### src/rtl/wb_master_arbiter_if.sv
// Wishbone bus bundle (16-bit data, 20-bit word address) shared by masters, arbiter and switch.
// The master modport drives a request; the slave modport answers it.
interface wb_master_arbiter_if;
    logic [15:0] wdat;
    logic [15:0] rdat;
    logic [19:0] adr;
    logic [1:0]  sel;
    logic        we;
    logic        cyc;
    logic        stb;
    logic        ack;

    modport master (output wdat, adr, sel, we, cyc, stb, input rdat, ack);
    modport slave  (input wdat, adr, sel, we, cyc, stb, output rdat, ack);
endinterface

### src/rtl/wb_master_arbiter.sv
// Two-master round-robin Wishbone arbiter in front of the wb_switch master port.
// Grant is held for a whole cyc; a watchdog forces an ack if the slave never answers.
module wb_master_arbiter #(
    parameter int TIMEOUT = 64,
    parameter int TO_W    = 7
) (
    input  logic                        wb_clk_i,
    input  logic                        wb_rst_i,
    wb_master_arbiter_if.slave          m0,
    wb_master_arbiter_if.slave          m1,
    wb_master_arbiter_if.master         s,
    output logic [1:0]                  gnt_o,
    output logic                        timeout_o
);
    typedef enum logic [1:0] {IDLE, GNT0, GNT1} state_t;

    localparam bit            WD_EN     = (TIMEOUT > 0);
    localparam int            WD_LAST_I = (TIMEOUT > 0) ? TIMEOUT - 1 : 0;
    localparam logic [TO_W-1:0] WD_LAST = TO_W'(WD_LAST_I);

    state_t          state_reg;
    logic            last_reg;
    logic [1:0]      gnt_reg;
    logic [TO_W-1:0] wd_cnt_reg;
    logic            forced_ack;
    logic [1:0]      mst_ack;

    // A real ack in the same cycle always wins over the watchdog.
    assign forced_ack = WD_EN && (wd_cnt_reg == WD_LAST) && s.stb && !s.ack;
    assign timeout_o  = forced_ack;
    assign gnt_o      = gnt_reg;

    always_comb begin
        s.cyc  = 1'b0;
        s.stb  = 1'b0;
        s.we   = 1'b0;
        s.adr  = '0;
        s.sel  = '0;
        s.wdat = '0;
        case (state_reg)
            GNT0: begin
                s.cyc  = m0.cyc;
                s.stb  = m0.cyc & m0.stb;
                s.we   = m0.we;
                s.adr  = m0.adr;
                s.sel  = m0.sel;
                s.wdat = m0.wdat;
            end
            GNT1: begin
                s.cyc  = m1.cyc;
                s.stb  = m1.cyc & m1.stb;
                s.we   = m1.we;
                s.adr  = m1.adr;
                s.sel  = m1.sel;
                s.wdat = m1.wdat;
            end
            default: ;
        endcase
    end

    for (genvar gi = 0; gi < 2; gi++) begin : g_ack
        assign mst_ack[gi] = gnt_reg[gi] & (s.ack | forced_ack);
    end

    assign m0.ack  = mst_ack[0];
    assign m1.ack  = mst_ack[1];
    assign m0.rdat = s.rdat;
    assign m1.rdat = s.rdat;

    always_ff @(posedge wb_clk_i) begin
        if (wb_rst_i) begin
            state_reg  <= IDLE;
            last_reg   <= 1'b1;
            gnt_reg    <= 2'b00;
            wd_cnt_reg <= '0;
        end else begin
            if (!WD_EN || !s.stb || s.ack || forced_ack)
                wd_cnt_reg <= '0;
            else
                wd_cnt_reg <= wd_cnt_reg + TO_W'(1);

            case (state_reg)
                IDLE: begin
                    // On a tie the master that did not hold the bus last wins.
                    if (m0.cyc && (!m1.cyc || last_reg)) begin
                        state_reg <= GNT0;
                        last_reg  <= 1'b0;
                        gnt_reg   <= 2'b01;
                    end else if (m1.cyc) begin
                        state_reg <= GNT1;
                        last_reg  <= 1'b1;
                        gnt_reg   <= 2'b10;
                    end
                end
                GNT0: begin
                    if (!m0.cyc) begin
                        state_reg <= IDLE;
                        gnt_reg   <= 2'b00;
                    end
                end
                GNT1: begin
                    if (!m1.cyc) begin
                        state_reg <= IDLE;
                        gnt_reg   <= 2'b00;
                    end
                end
                default: begin
                    state_reg <= IDLE;
                    gnt_reg   <= 2'b00;
                end
            endcase
        end
    end
endmodule

### src/flat_wrapper.sv
// flat-port wrapper written by rule: the top's interface ports become plain ports
module wb_master_arbiter_flat 
#(
    parameter int TIMEOUT = 64,
    parameter int TO_W    = 7
)
  (wb_clk_i, wb_rst_i, gnt_o, timeout_o, m0_wdat, m0_adr, m0_sel, m0_we, m0_cyc, m0_stb, m0_rdat, m0_ack, m1_wdat, m1_adr, m1_sel, m1_we, m1_cyc, m1_stb, m1_rdat, m1_ack, s_wdat, s_adr, s_sel, s_we, s_cyc, s_stb, s_rdat, s_ack);
  wb_master_arbiter_if m0_i ();
  wb_master_arbiter_if m1_i ();
  wb_master_arbiter_if s_i ();
  input  logic wb_clk_i;
  input  logic wb_rst_i;
  output logic [1:0] gnt_o;
  output logic timeout_o;
  input wire logic [$bits(m0_i.wdat)-1:0] m0_wdat;
  input wire logic [$bits(m0_i.adr)-1:0] m0_adr;
  input wire logic [$bits(m0_i.sel)-1:0] m0_sel;
  input wire logic [$bits(m0_i.we)-1:0] m0_we;
  input wire logic [$bits(m0_i.cyc)-1:0] m0_cyc;
  input wire logic [$bits(m0_i.stb)-1:0] m0_stb;
  output wire logic [$bits(m0_i.rdat)-1:0] m0_rdat;
  output wire logic [$bits(m0_i.ack)-1:0] m0_ack;
  input wire logic [$bits(m1_i.wdat)-1:0] m1_wdat;
  input wire logic [$bits(m1_i.adr)-1:0] m1_adr;
  input wire logic [$bits(m1_i.sel)-1:0] m1_sel;
  input wire logic [$bits(m1_i.we)-1:0] m1_we;
  input wire logic [$bits(m1_i.cyc)-1:0] m1_cyc;
  input wire logic [$bits(m1_i.stb)-1:0] m1_stb;
  output wire logic [$bits(m1_i.rdat)-1:0] m1_rdat;
  output wire logic [$bits(m1_i.ack)-1:0] m1_ack;
  output wire logic [$bits(s_i.wdat)-1:0] s_wdat;
  output wire logic [$bits(s_i.adr)-1:0] s_adr;
  output wire logic [$bits(s_i.sel)-1:0] s_sel;
  output wire logic [$bits(s_i.we)-1:0] s_we;
  output wire logic [$bits(s_i.cyc)-1:0] s_cyc;
  output wire logic [$bits(s_i.stb)-1:0] s_stb;
  input wire logic [$bits(s_i.rdat)-1:0] s_rdat;
  input wire logic [$bits(s_i.ack)-1:0] s_ack;
  assign m0_i.wdat = m0_wdat;
  assign m0_i.adr = m0_adr;
  assign m0_i.sel = m0_sel;
  assign m0_i.we = m0_we;
  assign m0_i.cyc = m0_cyc;
  assign m0_i.stb = m0_stb;
  assign m0_rdat = m0_i.rdat;
  assign m0_ack = m0_i.ack;
  assign m1_i.wdat = m1_wdat;
  assign m1_i.adr = m1_adr;
  assign m1_i.sel = m1_sel;
  assign m1_i.we = m1_we;
  assign m1_i.cyc = m1_cyc;
  assign m1_i.stb = m1_stb;
  assign m1_rdat = m1_i.rdat;
  assign m1_ack = m1_i.ack;
  assign s_wdat = s_i.wdat;
  assign s_adr = s_i.adr;
  assign s_sel = s_i.sel;
  assign s_we = s_i.we;
  assign s_cyc = s_i.cyc;
  assign s_stb = s_i.stb;
  assign s_i.rdat = s_rdat;
  assign s_i.ack = s_ack;
  wb_master_arbiter #(.TIMEOUT(TIMEOUT), .TO_W(TO_W)) u_core (.wb_clk_i(wb_clk_i), .wb_rst_i(wb_rst_i), .m0(m0_i), .m1(m1_i), .s(s_i), .gnt_o(gnt_o), .timeout_o(timeout_o));
endmodule
### config.mk
export PLATFORM = sky130hd
export DESIGN_NAME = wb_master_arbiter_flat
export DESIGN_NICKNAME = d
export VERILOG_FILES = /design/src/rtl/wb_master_arbiter_if.sv /design/src/rtl/wb_master_arbiter.sv /design/src/flat_wrapper.sv
export SDC_FILE = /design/constraint.sdc
export NUM_CORES = 1
export LEC_CHECK = 0
export BUFFER_PORTS_ARGS = -buffer_cell sky130_fd_sc_hd__buf_2
export CORE_AREA = 2 2 69 71
export DETAILED_ROUTE_END_ITERATION = 16
export DIE_AREA = 0 0 71 73
export GPL_TIMING_DRIVEN = 0
export HOLD_SLACK_MARGIN = 0.05
export PLACE_DENSITY = 0.82
export SLEW_MARGIN = 20
export SYNTH_ARGS = -nofsm -noshare
export SYNTH_HDL_FRONTEND = slang
export SYNTH_SLANG_ARGS = --single-unit
### constraint.sdc
create_clock -name wb_clk_i -period 3.87 [get_ports wb_clk_i]
set_clock_uncertainty 0.15 [all_clocks]
set_input_delay 0.774 -clock wb_clk_i [delete_from_list [all_inputs] [get_ports wb_clk_i]]
set_output_delay 0.774 -clock wb_clk_i [all_outputs]
set_load 0.02 [all_outputs]
==> impl_metrics.toml <==
[pwr]
p_leak_nw = 1.27
powerDensity_nw_per_um2 = 232
max-vdd-ir-drop_mv = 0.219

[worst_setup_path]
cp_data_arrival_time_ns = 1.87
cp_max_fo = 6
critPathLaunchType = "flip-flop"
crit_buf_inv = 2
end_kind = "primary output"
slowest_delay_ns = 0.41
slowest_stage = "ha_1"
ff2ff_setup_slack_ns = 2.13
cp.required_ns = 2.95
path_class = "flip-flop to primary output"
critical_path.cell_chain = "inv_1, ha_1, and4_4, o211ai_2, a21oi_1, buf_2"
critPathTopFamily = "adder cells"

[timing]
setup_viol = 0
rsz0062_at_grt = "false"
whs_ns = 0.338
max_slew.worst_pin.slew_ns = 0.364
fin_crit_sh_pct = 72.2
fmax_mhz = 358
drv_slew = 0
period_needed_ns = 2.79
setup_tns_ns = 0
max_slew_margin_pct = 75.7
finalHoldViolations = 0

[die]
core_area_um2 = 4540
initial_core_util_pct = 32.2
design.die.area_um2 = 5180
die_x_um = 71
ios = 179
fp.dieH_um = 73
fp-row-count = 25

[outcome]
status = "complete, no violations"

[synthesis]
yosysTopAreaCellShare_pct = 20.0
synth-main-ff-cell = "dfxtp_1"
synth_nets = 291
yosys.area.top_type = "a22oi_1"
synth-seq-area-share_pct = 13.7
syn_inst = 186
synth_common_cells = "a22oi_1, nor2b_1, buf_4"
syn_area_um2 = 1460
yosysWarnings = 0
synth_edf_count = 0
avgSynthCellArea_um2 = 7.86
yosysUniqueCellTypes = 34
async_flop_share_pct = 0
synth_area_leaders = "a22oi_1, buf_4, nor2b_1"
ys_seq_elements = 10

[final_layout]
fillCellCount = 470
regArea_um2 = 200
largest_register_ffs = 7
syn_to_final_growth_pct = 63.9
fin_util_pct = 52.8
drive_above_1_share_pct = 63.1
multi_input_area_um2 = 906
layout.nets = 458
num_antenna_cells = 0

[global_route]
grt_pass1_vias = 1605
grt_pass1_wl_um = 7420
antenna_found_initial = 0
grt_max_degree = 11
grt.overflow.total = 0
gr-usage-all-layers_pct = 18.0

[placed_design]
place_congestion = 0.782
numPortBuffers = 162
dpl.hpwl_um = 4410

[clock_network]
clk-insertion-delay-late_ns = 0.25
cts_htree_levels = 1
cts.clk_slew.worst_paths_ns = 0.05
clockBufferDepth = 2
numCtsBuffers = 3
post-cts-setup-buffers = 0
cts_root_buffer = "clkbuf_8"
cts_resized = 0
cts.sinks = 10
cts_tree = "done"
hold_buffers = 0

[drt]
wl_per_cell_um = 12.7
drt-initial-drc-count = 34
antenna_left = 0
drc = 0
wl_um = 5160
num_vias = 1901
viasPerCell = 4.68
first_pass_iters = 5

[hold_path]
worstHoldPathType = "flip-flop to flip-flop"

[job]
cap_viol_max_count = 0
[worst paths after layout]
path                         from              endpoint  cells past startpoint
max reg2reg   u_core.state_reg[0]  u_core.wd_cnt_reg[6]                      5
max           u_core.state_reg[0]                m1_ack                      6
min          u_core.wd_cnt_reg[0]  u_core.wd_cnt_reg[0]                      1
min reg2reg  u_core.wd_cnt_reg[0]  u_core.wd_cnt_reg[0]                      1
[cells by family (layout without fill, tap and decap cells)]
kind of cell               Yosys count  in the layout  share of synthesized area, %
buffers and inverters               55            221                          24.3
adders and majority gates            4              4                          3.42
DFF                                 10             10                          13.7
AOI/OAI and AO/OA                   56             56                          30.1
xor gates and xnor gates             3              3                          1.80
and+or+nand+nor                     58             58                          26.6
[stage by stage]
step | total power [W] | setup WS, ns | instances | cell area [µm²]
floorplan | 0.000313 | 1.28 | 186 | 1460
global placement | 0.000418 | 1.31 | 402 | 2340
detailed placement | 0.000422 | 1.29 | 402 | 2340
CTS | 0.000558 | 1.05 | 406 | 2390
global route | 0.000591 | 0.915 | 406 | 2390
finish | 0.000555 | 1.08 | 406 | 2390
[report_power, final]
group | total (W) | leakage (nW) | switching, W | internal (W)
Combinational | 0.000308 | 1.16 | 0.000162 | 0.000146
Clock | 0.000137 | 0.0288 | 0.0000471 | 0.0000899
Sequential | 0.000109 | 0.0812 | 0.00000259 | 0.000107
[layout make-up]
class,count,area share [%]
tap,54,2.82
multi-input combinational,121,37.8
buffer,47,13.6
inverter,8,1.25
clock buffer,4,2.30
timing repair buffer,162,33.9
sequential,10,8.36
[layout by cell type (no fill, tap or decap), drive strengths merged, types with 3 or more instances in the layout]
cell type  netlist  layout
a22oi           40      40
a21oi            5       5
buf             43     205
nor2b           39      39
o21ai            3       3
clkbuf           4       8
inv              8       8
nor3             5       5
ha               4       4
dfxtp           10      10
[routing by layer]
layer	global-route usage (%)	part of all wire, %	vias up
met5	0	0	-
met4	7.55	1.8	0
met1	21.0	39	839
li1	-	-	963
met2	32.5	52	90
met3	3.04	7.5	9
(Power assumes the default switching activity.)
